**src/rtl/dac_pattern_gen.sv**
```systemverilog
`timescale 1ns/1ps
`default_nettype none
// ============================================================================
// Module      : dac_pattern_gen
// Description : Multi-channel DAC test-pattern generator (CONST / SAWTOOTH /
//               TRIANGLE / SQUARE) with shadow config and atomic load strobe.
// Revision    : 1.0 - initial release
// ============================================================================
module dac_pattern_gen #(
    parameter int N_CH   = 2,
    parameter int DATA_W = 16,
    parameter int ACC_W  = 32
) (
    input  logic                     clk_in,
    input  logic                     rst_in,
    input  logic                     on_in,
    input  logic                     load_in,
    input  logic [N_CH-1:0]          ch_sel_in,
    input  logic [1:0]               mode_in,
    input  logic [DATA_W-1:0]        minval_in,
    input  logic [DATA_W-1:0]        maxval_in,
    input  logic [ACC_W-1:0]         stepsize_in,
    output logic [N_CH*DATA_W-1:0]   signal_out,
    output logic [N_CH-1:0]          wrap_out,
    output logic [N_CH-1:0]          cfg_err_out
);

    localparam int                  c_FRAC_W     = ACC_W - DATA_W;
    localparam logic [1:0]          c_MODE_CONST = 2'd0;
    localparam logic [1:0]          c_MODE_SAW   = 2'd1;
    localparam logic [1:0]          c_MODE_TRI   = 2'd2;
    localparam logic [1:0]          c_MODE_SQR   = 2'd3;
    localparam logic [c_FRAC_W-1:0] c_FRAC_ZERO  = '0;

    genvar k;
    generate
        for (k = 0; k < N_CH; k++) begin : g_ch
            logic [1:0]               r_mode;
            logic signed [DATA_W-1:0] r_min;
            logic signed [DATA_W-1:0] r_max;
            logic signed [DATA_W-1:0] r_sig;
            logic [ACC_W-1:0]         r_step;
            logic signed [ACC_W-1:0]  r_acc;
            logic                     r_dir_dn;
            logic                     r_sq_lvl;
            logic                     r_err;
            logic                     r_wrap_pend;
            logic                     r_wrap;

            logic                     w_load;
            logic signed [ACC_W:0]    w_up;
            logic signed [ACC_W:0]    w_dn;
            logic signed [DATA_W:0]   w_nv_up;
            logic signed [DATA_W:0]   w_nv_dn;
            logic signed [DATA_W:0]   w_min_ext;
            logic signed [DATA_W:0]   w_max_ext;
            logic signed [ACC_W-1:0]  w_min_acc;
            logic signed [ACC_W-1:0]  w_max_acc;
            logic signed [ACC_W-1:0]  w_acc_nxt;
            logic                     w_dir_nxt;
            logic                     w_lvl_nxt;
            logic                     w_wrap_nxt;
            logic signed [DATA_W-1:0] w_sample;

            assign w_load    = load_in & ch_sel_in[k];
            // One guard bit keeps the endpoint compare from wrapping at full scale
            assign w_up      = {r_acc[ACC_W-1], r_acc} + {1'b0, r_step};
            assign w_dn      = {r_acc[ACC_W-1], r_acc} - {1'b0, r_step};
            assign w_nv_up   = w_up[ACC_W -: DATA_W+1];
            assign w_nv_dn   = w_dn[ACC_W -: DATA_W+1];
            assign w_min_ext = {r_min[DATA_W-1], r_min};
            assign w_max_ext = {r_max[DATA_W-1], r_max};
            assign w_min_acc = {r_min, c_FRAC_ZERO};
            assign w_max_acc = {r_max, c_FRAC_ZERO};

            always_comb begin
                w_acc_nxt  = r_acc;
                w_dir_nxt  = r_dir_dn;
                w_lvl_nxt  = r_sq_lvl;
                w_wrap_nxt = 1'b0;
                if ((r_step != '0) && !r_err) begin
                    case (r_mode)
                        c_MODE_CONST: w_acc_nxt = w_min_acc;
                        c_MODE_SAW, c_MODE_SQR: begin
                            if (w_nv_up > w_max_ext) begin
                                w_acc_nxt  = w_min_acc;
                                w_wrap_nxt = 1'b1;
                                if (r_mode == c_MODE_SQR) w_lvl_nxt = ~r_sq_lvl;
                            end else begin
                                w_acc_nxt = w_up[ACC_W-1:0];
                            end
                        end
                        default: begin
                            if (!r_dir_dn) begin
                                if (w_nv_up >= w_max_ext) begin
                                    w_acc_nxt  = w_max_acc;
                                    w_dir_nxt  = 1'b1;
                                    w_wrap_nxt = 1'b1;
                                end else begin
                                    w_acc_nxt = w_up[ACC_W-1:0];
                                end
                            end else begin
                                if (w_nv_dn <= w_min_ext) begin
                                    w_acc_nxt  = w_min_acc;
                                    w_dir_nxt  = 1'b0;
                                    w_wrap_nxt = 1'b1;
                                end else begin
                                    w_acc_nxt = w_dn[ACC_W-1:0];
                                end
                            end
                        end
                    endcase
                end
            end

            always_comb begin
                w_sample = r_acc[ACC_W-1 -: DATA_W];
                if (r_err || (r_mode == c_MODE_CONST)) begin
                    w_sample = r_min;
                end else if (r_mode == c_MODE_SQR) begin
                    w_sample = r_sq_lvl ? r_max : r_min;
                end
            end

            always_ff @(posedge clk_in) begin
                if (rst_in) begin
                    r_mode      <= c_MODE_CONST;
                    r_min       <= '0;
                    r_max       <= '0;
                    r_step      <= '0;
                    r_acc       <= '0;
                    r_dir_dn    <= 1'b0;
                    r_sq_lvl    <= 1'b0;
                    r_err       <= 1'b0;
                    r_wrap_pend <= 1'b0;
                    r_wrap      <= 1'b0;
                    r_sig       <= '0;
                end else begin
                    // Output stage trails the accumulator by one cycle
                    r_sig  <= w_sample;
                    r_wrap <= r_wrap_pend;
                    if (w_load) begin
                        r_mode      <= mode_in;
                        r_min       <= minval_in;
                        r_max       <= maxval_in;
                        r_step      <= stepsize_in;
                        r_acc       <= {minval_in, c_FRAC_ZERO};
                        r_dir_dn    <= 1'b0;
                        r_sq_lvl    <= 1'b0;
                        r_err       <= ($signed(minval_in) >= $signed(maxval_in));
                        r_wrap_pend <= 1'b0;
                    end else if (on_in) begin
                        r_acc       <= w_acc_nxt;
                        r_dir_dn    <= w_dir_nxt;
                        r_sq_lvl    <= w_lvl_nxt;
                        r_wrap_pend <= w_wrap_nxt;
                    end else begin
                        r_wrap_pend <= 1'b0;
                    end
                end
            end

            assign signal_out[k*DATA_W +: DATA_W] = r_sig;
            assign wrap_out[k]                    = r_wrap;
            assign cfg_err_out[k]                 = r_err;
        end
    endgenerate

endmodule
`default_nettype wire

```
**config.mk**
```make
export PLATFORM = sky130hd
export DESIGN_NAME = dac_pattern_gen
export DESIGN_NICKNAME = d
export VERILOG_FILES = /design/src/rtl/dac_pattern_gen.sv
export SDC_FILE = /design/constraint.sdc
export NUM_CORES = 1
export LEC_CHECK = 0
export BUFFER_PORTS_ARGS = -buffer_cell sky130_fd_sc_hd__buf_2
export CAP_MARGIN = 20
export CORE_MARGIN = 2
export CORE_UTILIZATION = 30
export CTS_CLUSTER_DIAMETER = 50
export DETAILED_ROUTE_END_ITERATION = 10
export MAX_ROUTING_LAYER = met4
export SLEW_MARGIN = 10
export SYNTH_ARGS = -nofsm -noshare
export SYNTH_HDL_FRONTEND = slang
export SYNTH_SLANG_ARGS = --single-unit
export TNS_END_PERCENT = 1
```
**constraint.sdc**
```tcl
create_clock -name clk_in -period 9.2 [get_ports clk_in]
set_clock_uncertainty 0.2 [all_clocks]
set_input_delay 1.84 -clock clk_in [delete_from_list [all_inputs] [get_ports clk_in]]
set_output_delay 1.84 -clock clk_in [all_outputs]
set_load 0.005 [all_outputs]
```
==> flow_metrics.env <==
export IMPL_post_cts_resized=0
export IMPL_maxCapViolCount=0
export IMPL_cts_sinks=238
export IMPL_cp_required_ps=9450
export IMPL_dieArea_sq_um=68600
export IMPL_ys_seq_area_frac=0.2387
export IMPL_syn_area_per_cell_sq_um=7.321
export IMPL_grt_overflow_total=0
export IMPL_synth_simple_area_share=0.2098
export IMPL_pin_count=108
export IMPL_drt_total_wl_um=77190
export IMPL_multi_input_area_sq_um=13750
export IMPL_syn2layout_area_growth_pct=12.16
export IMPL_cp_end_kind="flop"
export IMPL_drtPass1Iterations=6
export IMPL_dominantRegCellSynth="dfxtp_1"
export IMPL_first_global_vias=19230
export IMPL_async_reset_ff_frac=0
export IMPL_clk_pin_slew_ps=60
export IMPL_vias_per_cell=5.712
export IMPL_synth_top_family_by_area="compound AO/OA/AOI/OAI gates"
export IMPL_crit_fanout=14
export IMPL_cts_root_buf="clkbuf_16"
export IMPL_syn_num_nets=3014
export IMPL_cts_buffer_depth=3
export IMPL_dp_hpwl_um=58890
export IMPL_clock_latency_ps=560
export IMPL_postCtsHoldBufs=0
export IMPL_hp_class="reg -> reg"
export IMPL_worstHoldEndpoint="g_ch[1].r_wrap"
export IMPL_cp_startpoint="g_ch[0].r_step[19]"
export IMPL_syn_area_sq_um=19960
export IMPL_synth_area_mux_share=0.005580
export IMPL_fin_crit_sh=0.7635
export IMPL_io_buffer_count=107
export IMPL_critical_path_class="reg -> reg"
export IMPL_rsz0062_at_grt="false"
export IMPL_antenna_found_initial=11
export IMPL_fillCellCount=7106
export IMPL_fp_row_count=94
export IMPL_grt_max_degree=79
export IMPL_hold_depth=1
export IMPL_numCtsBuffers=37
export IMPL_finalPower_w=0.004007
export IMPL_cts_setup_buffers=0
export IMPL_final_net_count=3021
export IMPL_grtUsageTotal=0.2251
export IMPL_sequential_cell_area_sq_um=4765
export IMPL_irDropWorstVdd_mv=0.09331
export IMPL_hold_path_startpoint="g_ch[1].r_wrap_pend"
export IMPL_synth_edf_count=0
export IMPL_drive_gt1_frac=0.09489
export IMPL_fp_dieW_um=261.9
export IMPL_pwr_density_cell_nw_per_um2=179.0
export IMPL_grt_pass1_wl_um=116000
export IMPL_reg2reg_slack_ps=2180
export IMPL_path_delay_family="compound AO/OA/AOI/OAI gates"
export IMPL_floorplan_initialDensity=0.3030
export IMPL_r2r_start="g_ch[0].r_step[19]"
export IMPL_h_tree_depth=2
export IMPL_place_congestion=0.9961
export IMPL_synthXorXnorAreaFrac=0.02940
export IMPL_period_minus_slack_ps=7024
export IMPL_core_sq_um=65860
export IMPL_rr_worst_depth=21
export IMPL_synth_seq_cells=238
export IMPL_wl_per_cell_um=21.26
export IMPL_syn_inst=2726
export IMPL_route_detailed_drc=0
export IMPL_die_h_um=261.9
export IMPL_slowest_stage="a2111o_1"
export IMPL_synth_distinct_cells=97
export IMPL_crit_buf_inv=2
export IMPL_outcome="finished, final reports clean"
export IMPL_hold_viol_final=0
export IMPL_yosysWarningCount=0
export IMPL_fmaxAchievable_mhz=142.4
export IMPL_antenna_left=0
export IMPL_synthAdderAreaFrac=0.1369
export IMPL_critPathMaxStageDelay_ps=650
export IMPL_r2r_end="g_ch[0].r_acc[25]"
export IMPL_drt_iter0_markers=2223
export IMPL_tightest_slew_ps=1209
export IMPL_synth_compound_area_frac=0.3056
export IMPL_tns_ps=0
export IMPL_cts_tree="built"
export IMPL_startpoint_type="flop"
export IMPL_leakage_nw=9.134
export IMPL_num_vias=20730
export IMPL_crit_arrival_ps=7270
export IMPL_setup_violations=0
export IMPL_relSlewSlack=0.1943
export IMPL_cp_cell_sequence="inv_1, ha_1, inv_1, a21oi_1, a21oi_1, o31ai_1, o211ai_1, a221oi_1, o21bai_1, a211oi_1, xnor2_1, ha_1, nand4_1, nor4_1, o21ai_0, and4b_1, a2111o_1, o21ai_0, nor3_1, a31o_2, o311a_1"
export IMPL_maxSlewViolCount=0
synth_stat cells (all sizes together) (33+ instances only):
cell | instances | area share
nand2 | 384 | 0.072
a21oi | 321 | 0.081
dfxtp | 238 | 0.24
nor2 | 215 | 0.041
inv | 214 | 0.040
ha | 212 | 0.13
clkbuf | 112 | 0.021
o21ai | 72 | 0.018
a31oi | 63 | 0.020
xnor2 | 62 | 0.027
buf | 50 | 0.012
o22ai | 50 | 0.016
a21o | 47 | 0.018
nand3 | 41 | 0.010
nand2b | 39 | 0.013
nor4 | 37 | 0.012
nor3 | 35 | 0.0090
nor2b | 34 | 0.011
o21bai | 33 | 0.012
worst reg2reg max path, delay by kind of cell (launching register included):
family	cells	cell delay, ps
flops	1	490
buf+inv	2	270
compound gates	12	3740
simple gates	4	1140
fa+ha+maj	2	910
xor+xnor	1	150
worst max-delay path by stage:
stage | slack, ps | to | cells after the start
global route | 1900 | g_ch[0].r_acc[25] | 21
floorplan | 3630 | g_ch[0].r_acc[29] | 21
CTS | 2290 | g_ch[0].r_acc[25] | 21
detailed placement | 2300 | g_ch[0].r_acc[25] | 21
global placement | 2390 | g_ch[0].r_acc[25] | 21
finish | 2180 | g_ch[0].r_acc[25] | 21
per-layer routing:
layer,share of wire,GRT usage,up-vias,wire (um)
met5,0,-,-,0
met4,0.034,0.08098,0,2657
met3,0.079,0.02681,157,6090
met2,0.45,0.3510,873,34870
met1,0.43,0.2991,9851,33570
li1,-,-,9853,-
final cells by class:
cell class                      count  share of cell area
Inverter                          216             0.03622
Sequential cell                   238              0.2128
Antenna cell                        5           0.0005589
Clock inverter                     25             0.01291
Tap cell                          864             0.04829
Multi-Input combinational cell   2110              0.6142
Clock buffer                       42             0.04309
Timing Repair Buffer              130             0.03192
cell families after synthesis:
| group | count (synthesis) |
|---|---|
| compound gates | 907 |
| mux | 11 |
| buf+inv | 378 |
| simple gates | 909 |
| xor+xnor | 67 |
| fa+ha+maj | 216 |
| flops | 238 |
metrics by stage:
stage | instances | utilization | cell area [sq um] | worst slack [ps] | hold slack (ps)
2_1_floorplan | 2726 | - | 19960 | 3632 | 213.8
3_3_place_gp | 3558 | 0.3207 | 21120 | 2388 | 217.0
6_report | 3630 | 0.3399 | 22390 | 2176 | 233.2
3_5_place_dp | 3558 | 0.3207 | 21120 | 2299 | 225.3
5_1_grt | 3630 | 0.3399 | 22390 | 1901 | 259.0
4_1_cts | 3625 | 0.3397 | 22370 | 2294 | 237.1
registers in the layout, indices dropped and copies added (netlist names):
register,count
g_ch.r_mode,4
g_ch.r_sq_lvl,2
g_ch.r_wrap_pend,2
g_ch.r_step,64
g_ch.r_max,32
g_ch.r_err,2
g_ch.r_acc,64
g_ch.r_dir_dn,2
g_ch.r_wrap,2
g_ch.r_sig,32
g_ch.r_min,32
power breakdown:
group	switching (W)	internal, W	leakage, nW	total (W)
Combinational	0.000883	0.000507	6.59	0.00139
Clock	0.000596	0.000863	0.605	0.00146
Sequential	0.0000713	0.00109	1.94	0.00116
placed cells by master (no fill, tap or decap), types with 34 or more instances in the layout:
master	n
nand2_1	382
a21oi_1	319
dfxtp_1	238
nor2_1	214
inv_1	213
ha_1	212
buf_2	106
a31oi_1	63
xnor2_1	62
o21ai_0	60
o22ai_1	50
a21o_1	47
nand3_1	41
nand2b_1	38
nor4_1	37
clkbuf_16	37
nor2b_1	34
nor3_1	34
Note: power is estimated with default switching activity, not from simulation.
